`src/rtl/rcu_rst_seq.sv`:
```
// Reset sequencer: stretches the incoming reset, then releases CH_NUM domains in order.
// Optional RCU_RST_SEQ_CAUSE_EN adds cause_o reporting the most recent reset cause.
module rcu_rst_seq #(
    parameter int unsigned CH_NUM    = 4,
    parameter int unsigned CNT_WIDTH = 8,
    parameter int unsigned STRETCH   = 16
) (
    input  logic                        clk_i,
    input  logic                        rst_n_i,
    input  logic                        wdt_rst_n_i,
    input  logic [CH_NUM-1:0]           sw_rst_req_i,
    input  logic [CH_NUM*CNT_WIDTH-1:0] dly_i,
    output logic [CH_NUM-1:0]           rst_n_o,
    output logic                        busy_o,
`ifdef RCU_RST_SEQ_CAUSE_EN
    output logic [1:0]                  cause_o,
`endif
    output logic                        done_o
);

    localparam int unsigned SCNT_W = $clog2(STRETCH + 1);
    localparam int unsigned IDX_W  = (CH_NUM > 1) ? $clog2(CH_NUM) : 1;

    typedef enum logic [1:0] {
        ST_ASSERT  = 2'd0,
        ST_RELEASE = 2'd1,
        ST_RUN     = 2'd2
    } state_t;

    state_t                r_state, w_state_nxt;
    logic [SCNT_W-1:0]     r_scnt, w_scnt_nxt;
    logic [CNT_WIDTH-1:0]  r_rcnt, w_rcnt_nxt;
    logic [IDX_W-1:0]      r_idx, w_idx_nxt;
    logic [CH_NUM-1:0]     r_rst_n, w_rst_n_nxt;
    logic                  r_busy, w_busy_nxt;
    logic                  r_done, w_done_nxt;
    logic [SCNT_W-1:0]     r_sw_cnt [CH_NUM];
    logic [SCNT_W-1:0]     w_sw_cnt_nxt [CH_NUM];
    logic [CNT_WIDTH-1:0]  w_dly [CH_NUM];
`ifdef RCU_RST_SEQ_CAUSE_EN
    logic [1:0]            r_cause, w_cause_nxt;
`endif

    for (genvar g = 0; g < CH_NUM; g++) begin : g_dly
        assign w_dly[g] = dly_i[g*CNT_WIDTH +: CNT_WIDTH];
    end

    // Next-state and next-output logic; watchdog overrides every state.
    always_comb begin
        w_state_nxt = r_state;
        w_scnt_nxt  = r_scnt;
        w_rcnt_nxt  = r_rcnt;
        w_idx_nxt   = r_idx;
        w_rst_n_nxt = r_rst_n;
        w_done_nxt  = 1'b0;
        for (int k = 0; k < CH_NUM; k++) begin
            w_sw_cnt_nxt[k] = r_sw_cnt[k];
        end
`ifdef RCU_RST_SEQ_CAUSE_EN
        w_cause_nxt = r_cause;
`endif

        if (!wdt_rst_n_i) begin
            w_state_nxt = ST_ASSERT;
            w_scnt_nxt  = '0;
            w_rcnt_nxt  = '0;
            w_idx_nxt   = '0;
            w_rst_n_nxt = '0;
            for (int k = 0; k < CH_NUM; k++) begin
                w_sw_cnt_nxt[k] = '0;
            end
`ifdef RCU_RST_SEQ_CAUSE_EN
            w_cause_nxt = 2'b01;
`endif
        end else begin
            case (r_state)
                ST_ASSERT: begin
                    if (r_scnt == SCNT_W'(STRETCH - 1)) begin
                        w_state_nxt = ST_RELEASE;
                        w_scnt_nxt  = '0;
                        w_rcnt_nxt  = '0;
                        w_idx_nxt   = '0;
                    end else begin
                        w_scnt_nxt = r_scnt + 1'b1;
                    end
                end
                ST_RELEASE: begin
                    if (r_rcnt == w_dly[r_idx]) begin
                        w_rst_n_nxt[r_idx] = 1'b1;
                        w_rcnt_nxt         = '0;
                        w_idx_nxt          = r_idx + 1'b1;
                        if (r_idx == IDX_W'(CH_NUM - 1)) begin
                            w_state_nxt = ST_RUN;
                            w_done_nxt  = 1'b1;
                        end
                    end else begin
                        w_rcnt_nxt = r_rcnt + 1'b1;
                    end
                end
                ST_RUN: begin
                    // Per-channel software resets; a new request retriggers the stretch.
                    for (int k = 0; k < CH_NUM; k++) begin
                        if (sw_rst_req_i[k]) begin
                            w_sw_cnt_nxt[k] = SCNT_W'(STRETCH);
                            w_rst_n_nxt[k]  = 1'b0;
                        end else if (r_sw_cnt[k] != '0) begin
                            w_sw_cnt_nxt[k] = r_sw_cnt[k] - 1'b1;
                            if (r_sw_cnt[k] == SCNT_W'(1)) begin
                                w_rst_n_nxt[k] = 1'b1;
                            end
                        end
                    end
`ifdef RCU_RST_SEQ_CAUSE_EN
                    if (|sw_rst_req_i) begin
                        w_cause_nxt = 2'b10;
                    end
`endif
                end
                default: begin
                    w_state_nxt = ST_ASSERT;
                    w_scnt_nxt  = '0;
                    w_rst_n_nxt = '0;
                end
            endcase
        end

        w_busy_nxt = (w_state_nxt != ST_RUN);
    end

    always_ff @(posedge clk_i) begin
        if (!rst_n_i) begin
            r_state <= ST_ASSERT;
            r_scnt  <= '0;
            r_rcnt  <= '0;
            r_idx   <= '0;
            r_rst_n <= '0;
            r_busy  <= 1'b1;
            r_done  <= 1'b0;
            for (int k = 0; k < CH_NUM; k++) begin
                r_sw_cnt[k] <= '0;
            end
`ifdef RCU_RST_SEQ_CAUSE_EN
            r_cause <= 2'b00;
`endif
        end else begin
            r_state <= w_state_nxt;
            r_scnt  <= w_scnt_nxt;
            r_rcnt  <= w_rcnt_nxt;
            r_idx   <= w_idx_nxt;
            r_rst_n <= w_rst_n_nxt;
            r_busy  <= w_busy_nxt;
            r_done  <= w_done_nxt;
            for (int k = 0; k < CH_NUM; k++) begin
                r_sw_cnt[k] <= w_sw_cnt_nxt[k];
            end
`ifdef RCU_RST_SEQ_CAUSE_EN
            r_cause <= w_cause_nxt;
`endif
        end
    end

    assign rst_n_o = r_rst_n;
    assign busy_o  = r_busy;
    assign done_o  = r_done;
`ifdef RCU_RST_SEQ_CAUSE_EN
    assign cause_o = r_cause;
`endif

endmodule

```
`config.mk`:
```
export PLATFORM = sky130hd
export DESIGN_NAME = rcu_rst_seq
export DESIGN_NICKNAME = d
export VERILOG_FILES = /design/src/rtl/rcu_rst_seq.sv
export SDC_FILE = /design/constraint.sdc
export NUM_CORES = 1
export LEC_CHECK = 0
export ABC_AREA = 1
export CAP_MARGIN = 20
export CORE_UTILIZATION = 45
export CTS_CLUSTER_SIZE = 25
export DETAILED_ROUTE_END_ITERATION = 6
export PLACE_DENSITY = 0.75
export SLEW_MARGIN = 20
export SYNTH_ARGS = -nofsm -noshare
export SYNTH_HDL_FRONTEND = slang
export SYNTH_SLANG_ARGS = --single-unit
```
`constraint.sdc`:
```
create_clock -name clk_i -period 3.9 [get_ports clk_i]
set_clock_uncertainty 0.05 [all_clocks]
set_input_delay 1.17 -clock clk_i [delete_from_list [all_inputs] [get_ports clk_i]]
set_output_delay 1.17 -clock clk_i [all_outputs]
set_load 0.02 [all_outputs]
```
* Word level (Yosys, flattened, before mapping) *
Memory sizes are Yosys's and may differ from the RTL's.
Index checks and enable logic that the tools add are counted.
W data, S select, Z words.

storage, ports and cells
  register bits = 23
  bits in writable memories = 20
  input bits = 39
  output and inout bits = 6
  logic and storage cells = 113
  memories = 1

cells by class
  $add $sub $neg = 7
  order comparisons = 3
  eq/ne operators = 20
  multiplexer cells = 49
  bitwise operators = 7
  reductions and logical operators = 16

memories
  name      depth  bits a word  rd ports  clocked after Yosys merged registers in  wr ports  line  RTL
  r_sw_cnt  4      5            4         0                                        4         37    logic [SCNT_W-1:0] r_sw_cnt [CH_NUM];

operators with widths
  cell                   count
  $mux W5                13
  $mux W20               2
  $mux W8                4
  $ne A3 B3 Y1 const B   8
  $eq A5 B1 Y1 const B   4
  $reduce_and A4 Y1      5
  $reduce_bool A5 Y1     4
  $sub A5 B1 Y5 const B  4
  $bmux W8 S2            1
  $mux W1                16
  $pmux W8 S2            1
  $mux W2                6
  $pmux W4 S3            1
  $pmux W5 S2            1
  $add A8 B1 Y8 const B  1
  $eq A8 B8 Y1           1
  $ne A2 B2 Y1 const B   3
  $pmux W2 S3            1
  $add A5 B1 Y5 const B  1
  $eq A5 B4 Y1 const B   1
  $eq A2 B2 Y1 const B   2
  $mux W4                1
  $or A1 B1 Y1           4
  $or A4 B4 Y4           1
  other kinds (15)       16

* Logic depth before layout (Yosys ltp) *
  depth after elaboration = 9
  mapped depth = 16
  mapped depth without buffers = 15

* Worst setup path after synthesis *
No wires, ideal clock.

  path kind = input to register
  start = input dly_i[8]
  end = register r_busy, in the netlist busy_o
  library setup time = 0.117 ns
  arrival time = 2.038 ns
  required time = 3.733 ns
  setup slack = 1.695 ns
  stages on the path = 12
  buffers on the path = 0
  cell sequence = nand2_1 > nand3_1 > nand2_1 > nand2_1 > nand2_1 > nand2_1 > nor2_4 > nand2_4 > o21ai_0 > nand2_1 > nand2_1 > nand2_1

between the ends
  longest elaborated chain between the ends = 8

RTL lines
  element                                     line  RTL
  start, declared                             12    input logic [CH_NUM*CNT_WIDTH-1:0] dly_i,
  $bmux W8 S2                                 88    if (r_rcnt == w_dly[r_idx]) begin
  $mux W8 (implied by the code) (2 in a row)  88
  $eq A8 B8 Y1                                88
  $mux W2                                     88
  $pmux W2 S3                                 76    case (r_state)
  $mux W2                                     63    if (!wdt_rst_n_i) begin
  $ne A2 B2 Y1                                127   w_busy_nxt = (w_state_nxt != ST_RUN);
  end signal, assigned                        151   r_busy <= w_busy_nxt;
  end, declared                               35    logic r_busy, w_busy_nxt;

No other way between the ends. The select of a mux whose other input is x is not followed.
A chain may end at the register's enable or synchronous reset.

* Final worst setup path *
  start = register r_rst_n[3], in the netlist rst_n_o[3]
  end = output rst_n_o[3]

RTL lines
  element                 line  RTL
  start, declared         34    logic [CH_NUM-1:0] r_rst_n, w_rst_n_nxt;
  start signal, assigned  150   r_rst_n <= w_rst_n_nxt;
  end, declared           13    output logic [CH_NUM-1:0] rst_n_o,

No word-level cell between the ends.

==> results.md <==
- Wire length per cell: ~12 um
- F_max: slightly below 400 MHz
- Top cells by area, synth: dfxtp_1 (30%), nand2_1 (16%), ha_1 (10%), nor2_1 (6.9%), nand3_1 (6.4%)
- Finished Core Util: a little under three fifths
- Startpoint Class: register
- TritonRoute pass-1 iters: 4
- Net Count, Synth: 490
- Worst setup path class: reg2out
- Total Nets Final: approximately 540
- Cells after Synth: about 430
- Fin cells: between 500 and 600
- First-pass GRT wire length: between 10,000 and 15,000 um
- Tmin final: between 2 and 3 ns
- Slew headroom: 48.5%
- WP data arrival: 1.30 ns
- ANT cells: 0
- Vias in the first global route: 2,614
- Hold crit path type: reg2reg
- Final slew viol count: 0
- DR vias: around 2,700
- Die Y: 82.1 um
- CTS clk-pin slew, worst paths: roughly 0.08 ns
- Gr ovfl total: 0
- Final setup vio count: 0
- Post-DP HPWL: between 4000 and 5000 um
- Layout cells sized above 1: 8.03%
- Setup ws final: 1.38 ns
- Fraction of registers with async set/reset: 0%
- WP buf/inv: 1
- Commonest cells in the synthesized netlist: nand2_1 (121), nor2_1 (53), inv_1 (49)
- Fin. Hold Viols: 0
- Worst slew pin tran: ~0.77 ns
- DRC Markers: 0
- Family with the most delay on the worst path: buffers and inverters
- Resized Gates After CTS: 0
- Area share of the largest cell type after synthesis: slightly below 30%
- Setup crit end kind: output pin
- RSZ-0062 raised after global routing: no
- CP max stage cell: clkdlybuf4s50_1
- Area Overhead vs Synth: 20.6%
- CP max stage delay: approximately 0.62 ns
- Dpl cells: between 500 and 600
- Initial Utilization: 47.6%
- Total track usage: 20.3%
- CTS tree: yes
- Post-Synthesis Mean Instance Area: 6.74 sq um
- Sum Neg Setup Slack: 0 ns
- Io pins: 45
- Sequential share of the synthesized area: 29.8%
- Lkg Pwr: 1.39 nW
- Synth cell types: 31
- DR vias/cell: 4.93
- Status: finished, final reports clean
- Antenna viol nets, final: 0
- Fin crit share: between 60 and 70%
- GPL Wtd Cong: 0.782
- Clock latency on the worst-skew pair: roughly 0.3 ns
- Final wirelength: about 6300 um
- Largest net degree at the start of global routing: 22
- Top_reg_cell synth: dfxtp_1
- FP Rows: 28
- CP cell instances: clkdlybuf4s50_1
- Antenna violations before repair: 0
- H-tree Lvls: 2
- Clock Sink Count: 43
- Clock Path Buffers: 2
- Worst path required time: ~2.7 ns
- Crit Path Max Fanout: 2
- Cell area after synthesis: just under 3000 sq um
- Synth warn: 0
- Core box area: ~6000 sq um
- # hold bufs at CTS: 0
- Power, Total: 855 uW
- Place WS: roughly 1.1 ns
- EDFF count, synth: 0
- Initial DRC Count: 67
- Pwr/cell area: 246 nW/um^2
- Number of max-cap violations: 0
- Die X: 82.1 um
- Count of state elements after synthesis: between 40 and 50
- Root Buffer: clkbuf_8
- Synth area leader: dfxtp_1
- Post-CTS Setup Bufs: 0
- Die footprint: slightly below 7000 sq um
- Port bufs: 44
- CTS Buf Count: 5
- Most frequent cell after synthesis: nand2_1
- Peak VDD IR: 0.000159 V
-- registers in the layout, indices dropped and copies added, names as in the netlist --
name	cells
r_rcnt	8
done_o	1
busy_o	1
r_scnt	5
r_state	2
r_sw_cnt	20
rst_n_o	4
r_idx	2
-- worst register-to-register path, cell delays in order (launching register included) --
cell,delay (ns)
dfxtp_1,0.83
inv_4,0.24
nand2_1,0.12
nand3_1,0.09
nand2_1,0.10
nand2_1,0.05
nand2_1,0.05
nand2_1,0.09
nor2_4,0.16
nand2_4,0.09
nand2_8,0.10
nand2_4,0.08
nand2_4,0.12
a21oi_1,0.06
-- per-stage QoR --
step / hold slack [ns] / cell area (sq um)
floorplan: 0.372 / 2890
global placement: 0.380 / 3380
detailed placement: 0.389 / 3380
CTS: 0.405 / 3480
global route: 0.422 / 3480
finish: 0.403 / 3480
-- logic make-up (layout without fill, tap and decap cells) --
| group | count (synthesis) | after routing | share of synthesized area [%] |
|---|---|---|---|
| simple gates | 253 | 253 | 41.1 |
| flops | 43 | 43 | 29.8 |
| compound gates | 38 | 38 | 7.29 |
| xor+xnor | 10 | 10 | 3.04 |
| buf+inv | 61 | 106 | 8.80 |
| fa+ha+maj | 23 | 23 | 9.97 |
-- routing by layer --
layer	global-route usage, %	up-vias	share of wire (%)
met3	4.67	9	5.7
met1	22.7	1190	44
met5	0	-	0
met4	5.96	0	1.5
met2	37.9	56	49
li1	-	1447	-
-- where the power goes --
part | leakage, nW | switching, mW | internal (mW)
Clock | 0.0513 | 0.151 | 0.188
Sequential | 0.346 | 0.000796 | 0.440
Combinational | 0.993 | 0.0307 | 0.0458
Total | 1.39 | 0.182 | 0.673
-- cell type report --
cell class	instances	area (sq um)
clock inverters	1	30.0
flip-flops and latches	43	861
inverters	54	205
multi-input cells	324	1770
fillers	573	2580
well taps	75	93.8
repair buffers	45	448
clock buffers	6	72.6
-- layout by cell type (no fill, tap or decap), drive strengths merged --
cell type	Yosys	layout
nand2	131	131
nor2	55	55
inv	53	53
nand3	46	46
clkdlybuf4s50	0	44
dfxtp	43	43
ha	23	23
a21oi	22	22
o21ai	12	12
xor2	10	10
nand4	9	9
nor3	9	9
clkbuf	2	6
nand3b	2	2
o31ai	2	2
clkinv	1	1
or2	1	1
a211oi	1	1
a31oi	1	1
bufinv	0	1
buf	5	1
-- final timing paths --
| kind | startpoint | to | slack, ns | cells after the start |
|---|---|---|---|---|
| worst max-delay path | rst_n_o[3] | rst_n_o[3] | 1.38 | 1 |
| worst min register to register | r_scnt[4] | r_scnt[4] | 0.40 | 2 |
| worst max register to register | r_idx[0] | r_rcnt[0] | 1.58 | 13 |
| worst min-delay path | r_scnt[4] | r_scnt[4] | 0.40 | 2 |
No activity file was read; power rests on OpenSTA's default activity.
